### config.mk
export PLATFORM = sky130hd
export DESIGN_NAME = noc_pkt_injector
export DESIGN_NICKNAME = d
export VERILOG_FILES = /design/src/rtl/noc_pkt_injector.sv
export SDC_FILE = /design/constraint.sdc
export NUM_CORES = 1
export LEC_CHECK = 0
export CORE_MARGIN = 1.5
export CORE_UTILIZATION = 58
export CTS_CLUSTER_DIAMETER = 80
export DETAILED_ROUTE_END_ITERATION = 10
export PLACE_DENSITY = 0.84
export REMOVE_ABC_BUFFERS = 1
export SYNTH_ARGS = -nofsm -noshare
export SYNTH_HDL_FRONTEND = slang
export SYNTH_SLANG_ARGS = --single-unit
### constraint.sdc
create_clock -name clk -period 3.56 [get_ports clk]
set_clock_uncertainty 0.1 [all_clocks]
set_input_delay 0.534 -clock clk [delete_from_list [all_inputs] [get_ports clk]]
set_output_delay 0.534 -clock clk [all_outputs]
set_load 0.02 [all_outputs]
### src/rtl/noc_pkt_injector.sv
// noc_pkt_injector
//   Clocked transmitter for an 8-bit NoC injection (dg) channel.
//   - Packets arrive over valid/ready and are stored in a small FIFO.
//   - Each packet is sent to the node with a 4-phase return-to-zero,
//     bundled-data handshake on tx_req/tx_ack.
//   - tx_ack is asynchronous and passes through a SYNC_STAGES-deep
//     synchronizer before the FSM looks at it.
//   - Optional feature macro NOC_SELF_DROP_EN: a packet whose destination
//     field equals MY_IP is discarded in IDLE without a handshake and
//     counted on drop_cnt.
module noc_pkt_injector #(
    parameter int          WIDTH       = 8,
    parameter int          DEPTH       = 4,
    parameter int          SYNC_STAGES = 2,
    parameter logic [3:0]  MY_IP       = 4'h0
) (
    input  logic             clk,
    input  logic             rst_n,
    input  logic             in_valid,
    input  logic [WIDTH-1:0] in_data,
    output logic             in_ready,
    output logic             tx_req,
    output logic [WIDTH-1:0] tx_data,
    input  logic             tx_ack,
    output logic             busy,
    output logic [15:0]      sent_cnt
`ifdef NOC_SELF_DROP_EN
    ,
    output logic [15:0]      drop_cnt
`endif
);

    localparam int AW = $clog2(DEPTH);

    typedef enum logic [1:0] {
        IDLE   = 2'd0,
        SETUP  = 2'd1,
        REQ_HI = 2'd2,
        REQ_LO = 2'd3
    } state_t;

    // ------------------------------------------------------------------
    // FIFO storage and pointers (one extra wrap bit each)
    // ------------------------------------------------------------------
    logic [WIDTH-1:0] mem [DEPTH];
    logic [AW:0]      wr_ptr;
    logic [AW:0]      rd_ptr;
    logic             empty;
    logic             full;
    logic             push;
    logic             pop;
    logic [WIDTH-1:0] head;

    assign empty    = (wr_ptr == rd_ptr);
    assign full     = (wr_ptr[AW] != rd_ptr[AW]) &&
                      (wr_ptr[AW-1:0] == rd_ptr[AW-1:0]);
    // A pop in the same cycle does not open a full FIFO: no pass-through.
    assign in_ready = !full;
    assign push     = in_valid && !full;
    assign head     = mem[rd_ptr[AW-1:0]];

    // ------------------------------------------------------------------
    // Acknowledge synchronizer
    // ------------------------------------------------------------------
    logic [SYNC_STAGES-1:0] ack_sync;
    logic                   ack_s;

    assign ack_s = ack_sync[SYNC_STAGES-1];

    // Shift the raw acknowledge through the synchronizer chain.
    always_ff @(posedge clk or negedge rst_n) begin
        // NOTE: sequential state is updated with non-blocking assignments so
        // every flop samples values from before the edge.
        if (!rst_n) begin
            ack_sync <= '0;
        end else begin
            ack_sync <= {ack_sync[SYNC_STAGES-2:0], tx_ack};
        end
    end

    // ------------------------------------------------------------------
    // Destination match for the optional self-drop feature
    // ------------------------------------------------------------------
    logic self_dest;

`ifdef NOC_SELF_DROP_EN
    assign self_dest = (head[WIDTH-1 -: 4] == MY_IP);
`else
    // Without self-drop every packet is transmitted; MY_IP has no role.
    logic unused_my_ip;
    assign unused_my_ip = ^MY_IP;
    assign self_dest    = 1'b0;
`endif

    // ------------------------------------------------------------------
    // Handshake FSM
    // ------------------------------------------------------------------
    state_t state;
    state_t state_next;
    logic   req_next;
    logic   load_tx;
    logic   sent_inc;
    logic   drop;

    // Next-state, pop and counter-increment decode.
    always_comb begin
        // NOTE: every output of this block gets a default first so no path
        // leaves a signal unassigned and no latch is inferred.
        state_next = state;
        req_next   = 1'b0;
        pop        = 1'b0;
        load_tx    = 1'b0;
        sent_inc   = 1'b0;
        drop       = 1'b0;
        unique case (state)
            IDLE: begin
                // Acknowledge is ignored here; only FIFO occupancy matters.
                if (!empty) begin
                    pop = 1'b1;
                    if (self_dest) begin
                        drop = 1'b1;
                    end else begin
                        load_tx    = 1'b1;
                        state_next = SETUP;
                    end
                end
            end
            SETUP: begin
                // Data has been stable for a full cycle; raise the request.
                state_next = REQ_HI;
                req_next   = 1'b1;
            end
            REQ_HI: begin
                req_next = 1'b1;
                if (ack_s) begin
                    state_next = REQ_LO;
                    req_next   = 1'b0;
                end
            end
            REQ_LO: begin
                if (!ack_s) begin
                    sent_inc = 1'b1;
                    // Chain straight into the next packet when possible; a
                    // self-addressed head goes back to IDLE to be dropped.
                    if (!empty && !self_dest) begin
                        pop        = 1'b1;
                        load_tx    = 1'b1;
                        state_next = SETUP;
                    end else begin
                        state_next = IDLE;
                    end
                end
            end
            default: state_next = IDLE;
        endcase
    end

    // State register plus registered request and bundled data.
    always_ff @(posedge clk or negedge rst_n) begin
        if (!rst_n) begin
            state   <= IDLE;
            tx_req  <= 1'b0;
            tx_data <= '0;
        end else begin
            state  <= state_next;
            tx_req <= req_next;
            if (load_tx) begin
                tx_data <= head;
            end
        end
    end

    // FIFO write port.
    always_ff @(posedge clk) begin
        // NOTE: the storage array has no reset; the pointers define which
        // entries are valid, so clearing the array would only cost logic.
        if (push) begin
            mem[wr_ptr[AW-1:0]] <= in_data;
        end
    end

    // FIFO pointers.
    always_ff @(posedge clk or negedge rst_n) begin
        if (!rst_n) begin
            wr_ptr <= '0;
            rd_ptr <= '0;
        end else begin
            if (push) begin
                wr_ptr <= wr_ptr + 1'b1;
            end
            if (pop) begin
                rd_ptr <= rd_ptr + 1'b1;
            end
        end
    end

    // Completed-handshake counter; wraps naturally at 16 bits.
    always_ff @(posedge clk or negedge rst_n) begin
        if (!rst_n) begin
            sent_cnt <= '0;
        end else if (sent_inc) begin
            sent_cnt <= sent_cnt + 16'd1;
        end
    end

`ifdef NOC_SELF_DROP_EN
    // Count packets discarded because they were addressed to this node.
    always_ff @(posedge clk or negedge rst_n) begin
        if (!rst_n) begin
            drop_cnt <= '0;
        end else if (drop) begin
            drop_cnt <= drop_cnt + 16'd1;
        end
    end
`endif

    assign busy = !empty || (state != IDLE);

endmodule
== Word level (Yosys, flattened, before mapping) ==
Memory sizes are Yosys's and may differ from the RTL's. A register that Yosys moved wholly into a read port is not among the register bits.
Index checks and enable logic that the tools add are counted.
Cells by class
  add/sub/neg operators: 3
  equal/unequal tests: 9
  mux-type cells: 13
  reductions and logical operators: 9
Operator list (count)
  16-bit by 1-bit adder with 16-bit output (second input constant): 1
  2-bit case mux with 4 select lines: 1
  1-bit 2-to-1 mux: 7
  3-bit by 1-bit adder with 3-bit output (second input constant): 2
  2-bit 2-to-1 mux: 3
  2-bit inequality test (second input constant): 3
  2-bit equality test (second input constant): 2
  1-bit case mux with 2 select lines: 2
  3-bit equality test: 1
  1-bit zero test: 3
  3-bit AND reduction: 1
  2-bit by 1-bit equality test with 1-bit output (second input constant): 1
  2-bit equality test: 1
  1-bit logical AND: 2
  2-bit zero test: 1
  2-bit nonzero test: 1
  1-bit logical OR: 1
  1-bit inequality test: 1
Word-level totals
  register bits after elaboration: 27
  memory bits (writable): 32
  bits of input ports: 12
  output and inout port bits: 27
  word-level logic and storage cells: 41
  memories: 1
Memory list
  mem: words 4, bits a word 8, rd ports 1, clocked after Yosys merged registers in 1, write ports 1, line 45  | logic [WIDTH-1:0] mem [DEPTH];

== Logic depth before layout (Yosys ltp) ==
  depth after elaboration: 6
  mapped depth: 7
  gate-level depth less buffers: 6

== Worst setup path after synthesis ==
OpenSTA, ideal clock, no wires.
  kind: register -> register
  start: register rd_ptr[0]
  end: register wr_ptr[2]
  setup time: 0.140 ns
  data arrival time: 1.550 ns
  required time: 3.320 ns
  setup slack: 1.771 ns
  cell stages (with the launch flop): 6
  buffers on the path: 1
  clock period less this slack: 1.789 ns
  cells stage by stage: dfrtp_1 > buf_6 > xnor2_2 > nand3b_1 > and3_1 > xor2_1
Between the ends
  longest elaborated chain between the ends: 4
RTL lines
  from (decl): line 47  | logic [AW:0] rd_ptr;
  from (signal assigned): line 192  | rd_ptr <= rd_ptr + 1'b1;
  2-bit equality test: line 56  | (wr_ptr[AW-1:0] == rd_ptr[AW-1:0]);
  1-bit logical AND: line 55  | assign full = (wr_ptr[AW] != rd_ptr[AW]) &&
  1-bit zero test
  named net in_ready: line 21  | output logic in_ready,
  1-bit logical AND: line 59  | assign push = in_valid && !full;
  to (signal assigned): line 189  | wr_ptr <= wr_ptr + 1'b1;
  to (decl): line 46  | logic [AW:0] wr_ptr;
The timed path passes the listed nets, and every way through them passes these cells.
A chain may end at the register's enable or synchronous reset.

== Final worst setup path ==
  start: register rd_ptr[0]
  end: output port in_ready
Between the ends
  longest elaborated chain between the ends: 3
RTL lines
  2-bit equality test: line 56
  1-bit logical AND: line 55
  1-bit zero test: line 58  | assign in_ready = !full;
  to (decl): line 21
Every way passes these cells.

==> impl_summary.log <==
[metrics] result of the run: finished, final reports clean
[metrics] layout overhead on the synthesized area: 22.1%
[metrics] cells taking the most area after synthesis: edfxtp_1 (34%), dfrtp_1 (31%), mux4_1 (7.4%)
[metrics] endpoints failing hold: 0
[metrics] router iterations before antenna repair: 4
[metrics] number of port buffers: 38
[metrics] Hold Crit Depth: 0
[metrics] Routed Wire Length: 4650 um
[metrics] WHS Endpoint: ack_sync[1]
[metrics] maximum level of the CTS H-tree: 3
[metrics] Remaining DRCs: 0
[metrics] flip-flop and latch area: 1840 um2
[metrics] sw power: 0.954 mW
[metrics] type of the setup path with the least slack: reg -> out
[metrics] drt wl/cell: 16.3 um
[metrics] CTS Sinks: 67
[metrics] antenna-violating nets left: 0
[metrics] largest voltage drop on the vdd net: 646 uV
[metrics] Final HPWL DP: 3290 um
[metrics] type of element launching the critical path: flip-flop
[metrics] final net count: 237
[metrics] hold_buf cts: 0
[metrics] gr ovfl total: 0
[metrics] summed instance area of the synthesized netlist: 2850 um2
[metrics] setup-violating endpoint count in the final report: 0
[metrics] Min-Delay Startpoint: ack_sync[0]
[metrics] global-route wire length before repair: 7720 um
[metrics] post-synthesis async set-or-reset flop share: 52.2%
[metrics] sequential share of the synthesized area: 64.4%
[metrics] final sum of negative setup slack: 0 ns
[metrics] portion of the clock cycle consumed by the worst path in the final layout: 76.1%
[metrics] area used by multi-input combinational logic: 958 um2
[metrics] routability congestion estimate from global placement: 0.870
[metrics] synthesized area divided by synthesized cell count: 17.0 um2
[metrics] # Max-Cap Violations: 0
[metrics] sequential power share: 42.3%
[metrics] internal power: 1.93 mW
[metrics] maximum number of pins on one net before global-route repair: 36
[metrics] most frequently used flop master after synthesis: dfrtp_1
[metrics] Chip Width: 73.1 um
[metrics] fraction of post-synthesis cell area in the top cell type by area: 33.7%
[metrics] total power: 2.89 mW
[metrics] unrepaired setup endpoints after global routing: no
[metrics] number of global-route vias before repair: 1,638
[metrics] cells on worst reg2reg path: 4
[metrics] register bit count reported by yosys: 67
[metrics] CTS max path bufs: 2
[metrics] pins over their slew limit: 0
[metrics] Leakage Power: 1.44 nW
[metrics] Clk Latency, worst-skew pair: 0.33 ns
[metrics] Comb power frac: 36.8%
[metrics] endpoint required time on the critical path: 2.93 ns
[metrics] crit path capture type: primary output
[metrics] cells resized by post-CTS repair: 0
[metrics] Global Route Usage Sum: 19.8%
[metrics] DRC violation total after the first TritonRoute iteration: 54
[metrics] R2R Path End: tx_data[1]
[metrics] Filler Cell Count: 286
[metrics] met1 wire length: 1960 um
[metrics] PD cells: 828 nW/um2
[metrics] relative max-transition margin: 61.5%
[metrics] total length of routed met2 wires: 2470 um
[metrics] sum of met3 wire segment lengths after detailed routing: 170 um
[metrics] uppermost layer routed: met4
[metrics] num rows: 25
[metrics] internal reg-to-reg setup slack: 1.46 ns
[metrics] layout cell share with drive strength beyond 1: 14.2%
[metrics] Clk network pwr share: 20.9%
[metrics] Worst EP arrival: 2.07 ns
[metrics] count of antenna diodes in the layout: 0
[metrics] number of antenna violations at the first check in global routing: 0
[metrics] number of buffers created by CTS: 9
[metrics] core area: 4720 um2
[metrics] Post-synth EDFFs: 32
[metrics] count of cell types in the netlist: 29
[metrics] cell count after synthesis: 168
[metrics] CTS tree: done
[metrics] final worst path period need: 2.71 ns
[metrics] slew of the pin with the lowest slew margin: 0.577 ns
[metrics] worst hold path class: reg -> reg
[metrics] clock slew seen by the registers of the worst setup and hold paths: 0.07 ns
[metrics] number of top-level pins: 39
[metrics] setup repair bufs after CTS: 0
[metrics] maximum fanout count along the critical path: 11
[metrics] die extent in y: 73.1 um
[metrics] number of vias per cell after detailed routing: 5.36
[metrics] Initial Util: 60.4%
[metrics] cell at the root of the clock tree: clkbuf_8
[metrics] switching part of the total: 33.1%
[metrics] r2r startpoint: rd_ptr[0]
[metrics] Cells after DPL: 270
[metrics] non-filler instance count after layout: 286
[metrics] count of yosys warnings during synthesis: 0
[metrics] routed vias: 1,532
[metrics] cell type contributing the most total cell area after synthesis: edfxtp_1
[metrics] Die Area: 5350 um2
[metrics] maximum clock frequency: 369 MHz
placed cells by master (no fill, tap or decap), types with 2 or more instances in the layout:
cell type	instances
clkinv_2	2
clkinvlp_4	2
nor2b_1	2
nand2_1	6
mux4_1	8
inv_1	5
nor2_1	2
and3_1	8
xor2_1	5
ha_1	11
edfxtp_1	32
dfrtp_1	35
buf_4	2
xnor2_2	2
nand4_1	5
xnor2_1	15
and4_1	3
clkdlybuf4s50_1	38
mux2_4	9
mux2_2	2
nand3_1	4
clkbuf_8	9
kinds of logic (layout without fill, tap and decap cells):
kind of cell	after synthesis	after routing	synth area share, %
compound gates	6	6	1.67
xor+xnor	22	22	7.28
fa+ha+maj	11	11	4.82
buf+inv	10	61	2.06
flops	67	67	64.4
mux	20	20	13.2
simple gates	32	32	6.58
synthesized netlist by cell type, drive strengths merged (6+ instances only):
cell    number
edfxtp      32
mux2        11
mux4         8
dfrtp       35
nand2        6
xnor2       17
ha          11
and3         8
worst max path at each step:
stage,from,end,slack [ns],cells past startpoint
2_1_floorplan,state[1],tx_data[0],1.59,4
5_1_grt,rd_ptr[0],in_ready,0.75,3
3_3_place_gp,rd_ptr[0],in_ready,1.25,3
4_1_cts,rd_ptr[0],in_ready,0.84,3
6_report,rd_ptr[0],in_ready,0.85,3
3_5_place_dp,rd_ptr[0],in_ready,1.20,3
metal layers:
metal / track usage [%] / up-vias
li1: - / 720
met1: 25.3 / 762
met3: 4.70 / 9
met4: 6.92 / 0
met2: 33.1 / 41
met5: 0 / -
power groups by stage:
| stage | Clock, mW | Combinational, mW | Sequential [mW] |
|---|---|---|---|
| 6_report | 0.602 | 1.06 | 1.22 |
| 2_1_floorplan | 0 | 0.636 | 1.28 |
| 5_1_grt | 0.648 | 1.15 | 1.25 |
| 3_3_place_gp | 0 | 1.01 | 1.21 |
| 3_5_place_dp | 0 | 1.07 | 1.24 |
| 4_1_cts | 0.614 | 1.07 | 1.22 |
area by class of cell:
class                   count  area share [%]
well taps                  67            2.41
inverters                   5           0.539
repair buffers             40            11.3
clock inverters             6            1.83
clock buffers              10            3.66
flip-flops and latches     67            52.7
multi-input cells          91            27.5
sequential cells by signal, summed over array words and instances (netlist names):
name / cells
tx_req: 1
rd_ptr: 3
state: 2
sent_cnt: 16
tx_data: 8
wr_ptr: 3
mem: 32
ack_sync: 2
metrics by stage:
step | worst slack (ns) | hold WS, ns | utilization [%] | area [um2]
finish | 0.852 | 0.256 | 73.8 | 3480
global route | 0.750 | 0.270 | 73.8 | 3480
CTS | 0.836 | 0.258 | 73.8 | 3480
detailed placement | 1.20 | 0.242 | 69.7 | 3290
global placement | 1.25 | 0.233 | 69.7 | 3290
floorplan | 1.59 | 0.138 | - | 2810
critical path, stage by stage, from the launching register on:
cell,delay (ns)
dfrtp_1,0.71
xnor2_2,0.17
nand3b_1,0.22
clkdlybuf4s50_1,0.64
Note: power is estimated with default switching activity, not from simulation.
